$ cat src/rtl/hud_pkg.sv
// rtl/hud_pkg.sv - shared state, player and BCD digit definitions for the HUD
package hud_pkg;

    typedef enum logic [1:0] {
        ST_IDLE = 2'd0,
        ST_PLAY = 2'd1,
        ST_OVER = 2'd2
    } hud_state_t;

    localparam logic [3:0] PLAYER_NONE = 4'd0;
    localparam logic [3:0] PLAYER_1    = 4'd1;
    localparam logic [3:0] PLAYER_2    = 4'd2;

    localparam logic [3:0] BCD_ZERO = 4'd0;
    localparam logic [3:0] BCD_NINE = 4'd9;

    function automatic logic [3:0] bcd_inc_sat(input logic [3:0] d);
        return (d >= BCD_NINE) ? BCD_NINE : d + 4'd1;
    endfunction

    function automatic logic [3:0] other_player(input logic [3:0] p);
        return (p == PLAYER_1) ? PLAYER_2 : PLAYER_1;
    endfunction

endpackage

$ cat src/rtl/turn_timer.sv
// rtl/turn_timer.sv - two-digit BCD turn down-counter with reload and decrement
module turn_timer
    import hud_pkg::*;
#(
    parameter int TURN_SECS = 15
)
(
    input  logic       clk,
    input  logic       resetn,
    input  logic       i_load,
    input  logic       i_dec,
    output logic [3:0] o_tens,
    output logic [3:0] o_ones,
    output logic       o_zero
);

    localparam logic [3:0] RELOAD_TENS = 4'(TURN_SECS / 10);
    localparam logic [3:0] RELOAD_ONES = 4'(TURN_SECS % 10);

    logic [3:0] r_tens;
    logic [3:0] r_ones;

    always_ff @(posedge clk or negedge resetn) begin
        if (!resetn) begin
            r_tens <= RELOAD_TENS;
            r_ones <= RELOAD_ONES;
        end else if (i_load) begin
            r_tens <= RELOAD_TENS;
            r_ones <= RELOAD_ONES;
        end else if (i_dec && !o_zero) begin
            // Borrow from the tens digit when the ones digit rolls under zero
            if (r_ones == BCD_ZERO) begin
                r_ones <= BCD_NINE;
                r_tens <= r_tens - 4'd1;
            end else begin
                r_ones <= r_ones - 4'd1;
            end
        end
    end

    assign o_tens = r_tens;
    assign o_ones = r_ones;
    assign o_zero = (r_tens == BCD_ZERO) && (r_ones == BCD_ZERO);

endmodule

$ cat src/rtl/hud_controller.sv
// rtl/hud_controller.sv - two-player game HUD: FSM, scores, prescaler and turn timer
module hud_controller
    import hud_pkg::*;
#(
    parameter int TICK_DIV  = 50000000,
    parameter int TURN_SECS = 15
)
(
    input  logic       clk,
    input  logic       resetn,
    input  logic       start,
    input  logic       match,
    input  logic       miss,
    input  logic       game_over,
    output logic [3:0] p1_score,
    output logic [3:0] p2_score,
    output logic [3:0] player,
    output logic [3:0] timer_tens,
    output logic [3:0] timer_ones,
    output logic [3:0] winner,
    output logic       playing
);

    localparam int PW = (TICK_DIV > 1) ? $clog2(TICK_DIV) : 1;
    localparam logic [PW-1:0] PRESC_LAST = PW'(TICK_DIV - 1);

    hud_state_t    r_state;
    logic [3:0]    r_p1;
    logic [3:0]    r_p2;
    logic [3:0]    r_player;
    logic [3:0]    r_winner;
    logic          r_playing;
    logic [PW-1:0] r_presc;
    logic          r_armed;

    logic w_in_play;
    logic w_start_ok;
    logic w_event;
    logic w_tick;
    logic w_timer_zero;
    logic w_timeout;
    logic w_load;
    logic w_dec;

    // r_armed masks the first edge after reset release so stray pulses are dropped
    assign w_in_play  = r_armed && (r_state == ST_PLAY);
    assign w_start_ok = r_armed && (r_state != ST_PLAY) && start;
    assign w_event    = game_over || match || miss;
    assign w_tick     = w_in_play && (r_presc == PRESC_LAST);
    assign w_timeout  = w_tick && !w_event && w_timer_zero;
    assign w_load     = w_start_ok || (w_in_play && !game_over && (match || miss)) || w_timeout;
    assign w_dec      = w_tick && !w_event && !w_timer_zero;

    turn_timer #(
        .TURN_SECS (TURN_SECS)
    ) u_turn_timer (
        .clk    (clk),
        .resetn (resetn),
        .i_load (w_load),
        .i_dec  (w_dec),
        .o_tens (timer_tens),
        .o_ones (timer_ones),
        .o_zero (w_timer_zero)
    );

    always_ff @(posedge clk or negedge resetn) begin
        if (!resetn) begin
            r_state   <= ST_IDLE;
            r_p1      <= BCD_ZERO;
            r_p2      <= BCD_ZERO;
            r_player  <= PLAYER_1;
            r_winner  <= PLAYER_NONE;
            r_playing <= 1'b0;
            r_presc   <= '0;
            r_armed   <= 1'b0;
        end else begin
            r_armed <= 1'b1;
            if (r_armed) begin
                unique case (r_state)
                    ST_IDLE, ST_OVER: begin
                        if (start) begin
                            r_state   <= ST_PLAY;
                            r_playing <= 1'b1;
                            r_p1      <= BCD_ZERO;
                            r_p2      <= BCD_ZERO;
                            r_player  <= PLAYER_1;
                            r_winner  <= PLAYER_NONE;
                            r_presc   <= '0;
                        end
                    end
                    ST_PLAY: begin
                        if (game_over) begin
                            r_state   <= ST_OVER;
                            r_playing <= 1'b0;
                            r_winner  <= (r_p1 > r_p2) ? PLAYER_1 :
                                         (r_p2 > r_p1) ? PLAYER_2 : PLAYER_NONE;
                        end else if (match) begin
                            if (r_player == PLAYER_1) r_p1 <= bcd_inc_sat(r_p1);
                            else                      r_p2 <= bcd_inc_sat(r_p2);
                            r_presc <= '0;
                        end else if (miss) begin
                            r_player <= other_player(r_player);
                            r_presc  <= '0;
                        end else begin
                            r_presc <= w_tick ? '0 : r_presc + PW'(1);
                            if (w_timeout) r_player <= other_player(r_player);
                        end
                    end
                    default: begin
                        r_state   <= ST_IDLE;
                        r_playing <= 1'b0;
                    end
                endcase
            end
        end
    end

    assign p1_score = r_p1;
    assign p2_score = r_p2;
    assign player   = r_player;
    assign winner   = r_winner;
    assign playing  = r_playing;

endmodule

$ cat config.mk
export PLATFORM = sky130hd
export DESIGN_NAME = hud_controller
export DESIGN_NICKNAME = d
export VERILOG_FILES = /design/src/rtl/hud_pkg.sv /design/src/rtl/turn_timer.sv /design/src/rtl/hud_controller.sv
export SDC_FILE = /design/constraint.sdc
export NUM_CORES = 1
export LEC_CHECK = 0
export CORE_MARGIN = 3
export CORE_UTILIZATION = 45
export CTS_BUF_LIST = sky130_fd_sc_hd__clkbuf_4
export CTS_CLUSTER_DIAMETER = 30
export CTS_CLUSTER_SIZE = 10
export DETAILED_ROUTE_END_ITERATION = 8
export PLACE_DENSITY = 0.65
export RECOVER_POWER = 25
export SYNTH_ARGS = -nofsm -noshare
export SYNTH_HDL_FRONTEND = slang
export SYNTH_HIERARCHICAL = 1
export SYNTH_SLANG_ARGS = --single-unit
$ cat constraint.sdc
create_clock -name clk -period 2.8 [get_ports clk]
set_input_delay 0.7 -clock clk [delete_from_list [all_inputs] [get_ports clk]]
set_output_delay 0.7 -clock clk [all_outputs]
set_load 0.005 [all_outputs]
Yosys cells after proc, flatten, opt, wreduce, memory -nomap -nowiden --
Cells that the tools add are included.
Word-level totals: output and inout port bits 25, flip-flop bits (word level) 54, logic and storage cells 105, bits of input ports 6
Operators by class: mux-type cells 40, add/subtract/negate cells 5, magnitude comparators 4, eq/ne operators 13, reduce and logical (&&, ||, !) cells 33
Operators by type and width (number):
- $mux W26 | 5
- $mux W4 | 21
- $pmux W26 S2 | 1
- $pmux W4 S2 | 4
- $add A26 B1 Y26 const B | 1
- $eq A26 B26 Y1 const B | 1
- $reduce_and A6 Y1 | 3
- $ne A2 B2 Y1 const B | 6
- $logic_and A1 B1 Y1 | 11
- $mux W2 | 5
- $add A4 B1 Y4 const B | 2
- $ge A4 B4 Y1 const B | 2
- $gt A4 B4 Y1 | 2
- $logic_not A4 Y1 | 2
- $reduce_and A4 Y1 | 2
- $sub A4 B1 Y4 const B | 2
- $reduce_bool A2 Y1 | 3
- $logic_or A1 B1 Y1 | 5
- $eq A4 B1 Y1 const B | 1
- $ne A2 B1 Y1 const B | 2
- $pmux W2 S2 | 1
- $logic_not A1 Y1 | 3
- $ne A3 B3 Y1 const B | 1
- $reduce_and A3 Y1 | 1
- other kinds (7) | 8

Longest topological paths before layout --
Gate-level depths: netlist of the first run.
depth after elaboration 10, mapped depth 11, depth with buffers taken out 9

Hierarchy --
Netlist of the first run, hierarchy kept.
Modules (own cells, without submodules):
- hud_controller | cells an instance 302, area each 2661.3 um2, sequential area each 1052.3 um2, times used 1
- turn_timer | cells an instance 51, area each 501.7 um2, sequential area each 203.9 um2, times used 1

Worst setup path before layout of the first run --
OpenSTA, ideal clock, no wires.
path type register to register, start register r_presc[0], end register u_turn_timer.r_tens[1], in the netlist u_turn_timer/o_tens[1], buffers on the path 0, arrival 2190 ps, data required time 2701 ps, period minus slack after synthesis 2289 ps, library setup time 99 ps, stages on the path, launching flop included 9, slack 511 ps, cells stage by stage dfrtp_1 -> ha_1 -> nand2_1 -> nor4_2 -> nand4b_1 -> nor2_1 -> and4bb_1 -> a21oi_1 -> a311oi_1
On the way: cells in the longest elaborated chain, start to end 7
RTL lines:
- start, declared | line hud_controller.sv:33 | logic [PW-1:0] r_presc;
- start signal, assigned | line hud_controller.sv:105 | r_presc <= w_tick ? '0 : r_presc + PW'(1);
- $eq A26 B26 Y1 | line hud_controller.sv:49 | assign w_tick = w_in_play && (r_presc == PRESC_LAST);
- $logic_and A1 B1 Y1 | line hud_controller.sv:49
- $logic_and A1 B1 Y1 (2 in a row) | line hud_controller.sv:52 | assign w_dec = w_tick && !w_event && !w_timer_zero;
- named net w_dec | line hud_controller.sv:43 | logic w_dec;
- $logic_and A1 B1 Y1 | line turn_timer.sv:30 | end else if (i_dec && !o_zero) begin
- $reduce_bool A2 Y1 (no source line)
- $reduce_and A2 Y1 (no source line)
- end signal, assigned | line turn_timer.sv:34 | r_tens <= r_tens - 4'd1;
- end, declared | line turn_timer.sv:20 | logic [3:0] r_tens;
The timed path passes the listed nets, and every way through them passes these cells. A chain may end at the register's enable or synchronous reset.

Final worst setup path of the first run --
start register r_presc[9], end register u_turn_timer.r_tens[3], in the netlist u_turn_timer/o_tens[3]
The elaborated chain is that of the path after synthesis.

==> results of run 1 <==
-- final cells by class --
class,count,area (um^2)
Clock buffer,8,60.1
Fill cell,612,2980
Multi-Input combinational cell,267,1740
Sequential cell,50,1260
Inverter,21,78.8
Timing Repair Buffer,37,333
Tap cell,93,116
-- power groups by stage --
stage	Combinational [W]	Clock, W	Sequential (W)
2_1_floorplan	0.000352	0	0.000882
3_3_place_gp	0.000553	0	0.000914
3_5_place_dp	0.000565	0	0.000914
4_1_cts	0.000567	0.000374	0.000903
5_1_grt	0.000648	0.000402	0.000921
6_report	0.000563	0.000363	0.000904
-- worst register-to-register path: cells and delay by family, from the launching register on --
kind                   cells  cell delay [ns]
flip-flops                 1             0.51
AND/OR/NAND/NOR            5             1.28
buffers and inverters      1             0.17
AO/OA/AOI/OAI              2             0.41
-- final timing paths --
kind                                        startpoint                                 end  slack, ns  depth (start not counted)
worst max-delay path            r_presc[9]$_DFFE_PN0P_  u_turn_timer/o_tens[3]$_DFFE_PN0P_       0.33                          8
worst min-delay path             winner[1]$_DFFE_PN0P_               winner[1]$_DFFE_PN0P_       0.52                          1
worst max register to register  r_presc[9]$_DFFE_PN0P_  u_turn_timer/o_tens[3]$_DFFE_PN0P_       0.33                          8
worst min register to register   winner[1]$_DFFE_PN0P_               winner[1]$_DFFE_PN0P_       0.52                          1
max in group asynchronous                       resetn  u_turn_timer/o_ones[1]$_DFFE_PN0P_       0.89                          2
min in group asynchronous                       resetn             r_presc[10]$_DFFE_PN0P_       0.63                          1
-- cell families (layout without fill, tap and decap cells) --
logic type | count (synthesis) | after routing | share of synthesized area, %
compound gates | 92 | 92 | 19.1
flops | 50 | 50 | 39.7
buf+inv | 39 | 66 | 5.66
xor+xnor | 7 | 7 | 1.94
mux | 1 | 1 | 0.316
simple gates | 149 | 149 | 27.8
fa+ha+maj | 13 | 13 | 5.14
other cells | 2 | 5 | 0.237
-- state kept, by name, summed over array words and instances, names as in the netlist --
register and flops:
winner 2, player 2, playing 1, r_armed 1, u_turn_timer/o_ones 4, p1_score 4, r_presc 26, u_turn_timer/o_tens 4
r_state 2, p2_score 4
-- metrics by stage --
stage	worst slack [ns]	hold slack, ns	cells
finish	0.330	0.521	476
global route	0.0899	0.542	476
floorplan	0.511	0.404	356
global placement	0.365	0.477	468
CTS	0.318	0.322	476
detailed placement	0.278	0.497	468
-- routing by layer --
metal	routed length, um	GRT usage [%]	up-vias	part of all wire (%)
met5	0	0	-	0
met1	3640	26.5	1331	50
li1	-	-	1349	-
met4	105	5.36	0	1.4
met3	333	3.59	11	4.5
met2	3260	28.5	74	44
-- placed cells by master (no fill, tap or decap), drive strengths merged, types with 6 or more instances in the layout --
cell type      instances
a21oi                 21
a31oi                 12
buf                   10
clkbuf                10
clkdlybuf4s50         25
dfrtp                 46
ha                    13
inv                   21
nand2                 29
nand2b                 8
nand3                 22
nand4                 12
nor2                  25
nor3                  10
nor4                   6
o21ai                 23
==> results_dict.tcl, run 1 <==
set metrics [dict create \
    outcome "finished clean" \
    cp_cell_sequence "nor4bb_1 -> and4_1 -> nand4b_1 -> nor2_1 -> buf_4 -> nand4bb_1 -> o41ai_1 -> a21oi_1" \
    die-area_mm2 0.00807 \
    critical_path.top_delay_family "simple AND/OR/NAND/NOR gates" \
    required_ns 3.07 \
    wl_per_cell_um 15.4 \
    p_sw_w 0.000623 \
    slew_headroom_pct 4.57 \
    avgSynthCellArea_um2 8.96 \
    final_cell_area_mm2 0.00358 \
    fin_crit_sh_pct 88.2 \
    clk_pin_slew_ns 0.15 \
    yosysSeqAreaShare_pct 39.7 \
    crit_slowest_cell "dfrtp_1" \
    initial_core_util_pct 48.2 \
    grt_pass1_wl_um 12400 \
    synth-edff-count 0 \
    postRouteAntennaNets 0 \
    clock_path_buffers 2 \
    first_global_vias 2554 \
    p_per_area_mw_per_mm2 511 \
    htree_num_levels 2 \
    fin_skew_ns 0.0139 \
    synth_top_cell_by_area "dfrtp_1" \
    cp_max_fo 9 \
    power_frac_clock_pct 19.8 \
    first_iter_violations 186 \
    gp_congestion 0.855 \
    finalSetupViolCount 0 \
    hold_path_class "reg -> reg" \
    p_seq_share_pct 49.4 \
    gr-total-overflow 0 \
    yosysMostFrequentCell "dfrtp_1" \
    synthCells 353 \
    routed_wl_um 7340 \
    p_sw_share_pct 34.0 \
    ys_async_sr_fraction_pct 100 \
    combPwrFrac_pct 30.8 \
    synth_top_area_share_pct 36.4 \
    rsz0062_at_grt "no" \
    dpl_cell_area_mm2 0.00353 \
    drc 0 \
    yosys_register_bits 50 \
    critical_path_class "reg -> reg" \
    finalSetupTns_ns 0 \
    diodes 0 \
    start_kind "flop" \
    dp_hpwl_um 5350 \
    dr.pass1.iters 4 \
    clkLatencyLatePin_ns 0.38 \
    utilization_pct 54.6 \
    grtUsageTotal_pct 18.5 \
    synth_common_cells "dfrtp_1 (46), nand2_1 (29), nor2_1 (24), o21ai_0 (22)" \
    critical_path_buf_inv_count 1 \
    postCtsHoldBufs 0 \
    rows 29 \
    numPortBuffers 26 \
    finalPower_w 0.00183 \
    critical_path_arrival_ns 2.74 \
    synth-main-ff-cell "dfrtp_1" \
    cts_made_buffers 5 \
    grt_start_max_net_pins 26 \
    final_layout_size_suffix_gt1_share_pct 9.14 \
    vdd_ir_drop_max_mv 0.382 \
    tightest_slew_ns 1.43 \
    cts_tree "done" \
    cts_resized 0 \
    slowest_delay_ns 0.51 \
    via_per_inst 5.81 \
    fin_nets 401 \
    cts_root_buf "clkbuf_4" \
    post_cts_buffers 0 \
    die_h_um 89.8 \
    synthToLayoutAreaGrowth_pct 13.3 \
    yosys_warnings 6 \
    die_w_um 89.8 \
    io_pins 31 \
    worstSetupEndpointType "flop" \
    antenna_found_initial 0 \
    p_int_w 0.00121 \
    fin_crit_ns 2.47 \
    ys_top_cells_by_area "dfrtp_1 (36%), ha_1 (5.1%), o21ai_0 (3.5%), nand2_1 (3.4%), dfstp_2 (3.3%)" \
    vias 2765 \
    core_area_mm2 0.00657 \
    max_freq_mhz 405 \
    final_max_slew_viol_count 0 \
    clock-sinks 50 \
    static-leakage-power_nw 1.44 \
    synth.distinct_cells 66 \
    netlist_area_mm2 0.00316 \
    finalHoldViolations 0 \
    cap_violations 0 \
]
No activity file was read; power rests on OpenSTA's default activity.
==> run 2, diff against run 1 <==
--- a/config.mk
+++ b/config.mk
@@ -5,7 +5,7 @@
 export SDC_FILE = /design/constraint.sdc
 export NUM_CORES = 1
 export LEC_CHECK = 0
-export CORE_MARGIN = 3
+export CORE_MARGIN = 10
 export CORE_UTILIZATION = 45
 export CTS_BUF_LIST = sky130_fd_sc_hd__clkbuf_4
 export CTS_CLUSTER_DIAMETER = 30
==> run 2 against run 1 <==
The flow now finishes with violations (max-capacitance violations, max-slew violations). Sequential power down 1%. Total power decreased by 0.27%. Non-clock buffer count decreased by 2. Sequential cell count stayed put. Final cell count grew 0.21%. First-iteration DRC count is 16% higher. Via count about the same. Combinational power increased by 5.7%. Largest cell class unchanged.
==> results_dict.tcl, run 2 (synthesized netlist as in run 1, its figures left out) <==
set metrics [dict create \
    slew_headroom_pct -45.9 \
    layout_common_cells "dfrtp_1 (46), nand2_1 (29), clkdlybuf4s50_1 (25)" \
    cp_max_fo 6 \
    multi_input_area_mm2 0.00174 \
    critical_path_arrival_ns 2.77 \
    gr-total-overflow 0 \
    postRouteAntennaNets 0 \
    postCtsHoldBufs 0 \
    worst_hold_slack_ns 0.528 \
    grtUsageTotal_pct 14.2 \
    vias 2767 \
    gp_congestion 0.862 \
    antenna_found_initial 0 \
    top_register "r_presc" \
    tightest_slew_ns 2.19 \
    hold_path_class "reg -> reg" \
    die_h_um 104 \
    clock_path_buffers 2 \
    wl_per_cell_um 16.3 \
    p_per_area_mw_per_mm2 511 \
    largest_reg_flops 26 \
    finalHoldViolations 0 \
    place_ws_ns 0.245 \
    worstSetupEndpointType "flop" \
    routed_wl_um 7750 \
    numPortBuffers 26 \
    max_freq_mhz 401 \
    violations "max-capacitance violations, max-slew violations" \
    required_ns 3.08 \
    critical_path_class "reg -> reg" \
    vdd_ir_drop_max_mv 0.275 \
    cts_root_buf "clkbuf_4" \
    finalSetupTns_ns 0 \
    via_per_inst 5.80 \
    dp_hpwl_um 5610 \
    fin_skew_ns 0.0160 \
    cts_made_buffers 5 \
    clk_pin_slew_ns 0.14 \
    die_w_um 104 \
    final_layout_size_suffix_gt1_share_pct 8.66 \
    fin_crit_ns 2.49 \
    rows 30 \
    layout_setup_ws_ns 0.307 \
    fin_nets 399 \
    drc 0 \
    fin_crit_sh_pct 89.1 \
    die-area_mm2 0.0108 \
    start_kind "flop" \
    initial_core_util_pct 46.3 \
    fillers 634 \
    static-leakage-power_nw 1.43 \
    core_area_mm2 0.00683 \
    cap_violations 1 \
    grt_start_max_net_pins 40 \
    outcome "finished with violations" \
    grt_pass1_wl_um 13200 \
    htree_num_levels 2 \
    diodes 0 \
    final_max_slew_viol_count 40 \
    clock-sinks 50 \
    post_cts_buffers 0 \
    first_global_vias 2635 \
    seqCellArea_mm2 0.00126 \
    synthToLayoutAreaGrowth_pct 12.9 \
    io_pins 31 \
    finalSetupViolCount 0 \
    first_iter_violations 215 \
    dr.pass1.iters 5 \
    clkLatencyLatePin_ns 0.37 \
    cts_resized 0 \
    final_common_cell "dfrtp_1" \
    rsz0062_at_grt "no" \
    cts_tree "done" \
]
[run 2: worst paths after layout]
check / from / to / slack [ns] / cells past startpoint
setup / recovery: r_presc[0]$_DFFE_PN0P_ / u_turn_timer/o_tens[1]$_DFFE_PN0P_ / 0.31 / 8
hold reg to reg: winner[1]$_DFFE_PN0P_ / winner[1]$_DFFE_PN0P_ / 0.53 / 1
min in group asynchronous: resetn / u_turn_timer/o_ones[1]$_DFFE_PN0P_ / 0.95 / 1
setup reg to reg: r_presc[0]$_DFFE_PN0P_ / u_turn_timer/o_tens[1]$_DFFE_PN0P_ / 0.31 / 8
max in group asynchronous: resetn / r_presc[19]$_DFFE_PN0P_ / 0.60 / 1
hold / removal: winner[1]$_DFFE_PN0P_ / winner[1]$_DFFE_PN0P_ / 0.53 / 1
[run 2: power breakdown]
part / switching (W) / total [W] / internal [W] / leakage, nW
clock network: 0.000234 / 0.000339 / 0.000105 / 0.0331
registers: 0.0000966 / 0.000891 / 0.000794 / 0.668
logic: 0.000311 / 0.000595 / 0.000284 / 0.731
total: 0.000642 / 0.00182 / 0.00118 / 1.43
[run 2: area by class of cell]
type                    instances  share of cell area (%)
clock inverters                 2                   0.245
well taps                      96                    3.36
inverters                      21                    2.21
clock buffers                   6                    1.26
flip-flops and latches         50                    35.2
repair buffers                 35                    9.01
multi-input cells             267                    48.7
[run 2: critical path, cell delays in order (launching register included)]
cell      delay (ns)
dfrtp_1         0.43
ha_1            0.25
nand2_1         0.13
nor4_2          0.50
nand4b_1        0.19
nor2_1          0.21
and4bb_1        0.34
a21oi_1         0.10
a311oi_1        0.26
[run 2: routing by layer]
layer	vias up	global-route usage, %	wire length (um)
met4	0	3.78	57
met1	1330	19.3	3660
met5	-	0	0
li1	1357	-	-
met3	5	3.04	405
met2	75	22.0	3630
[run 2: per-stage QoR]
step | instance area (um^2) | std cells | utilization [%] | power (W)
6_report | 3570 | 477 | 52.3 | 0.00182
5_1_grt | 3570 | 477 | 52.3 | 0.00196
4_1_cts | 3570 | 477 | 52.3 | 0.00184
3_5_place_dp | 3520 | 469 | 51.5 | 0.00151
3_3_place_gp | 3520 | 469 | 51.5 | 0.00149
2_1_floorplan | 3170 | 356 | - | 0.00123
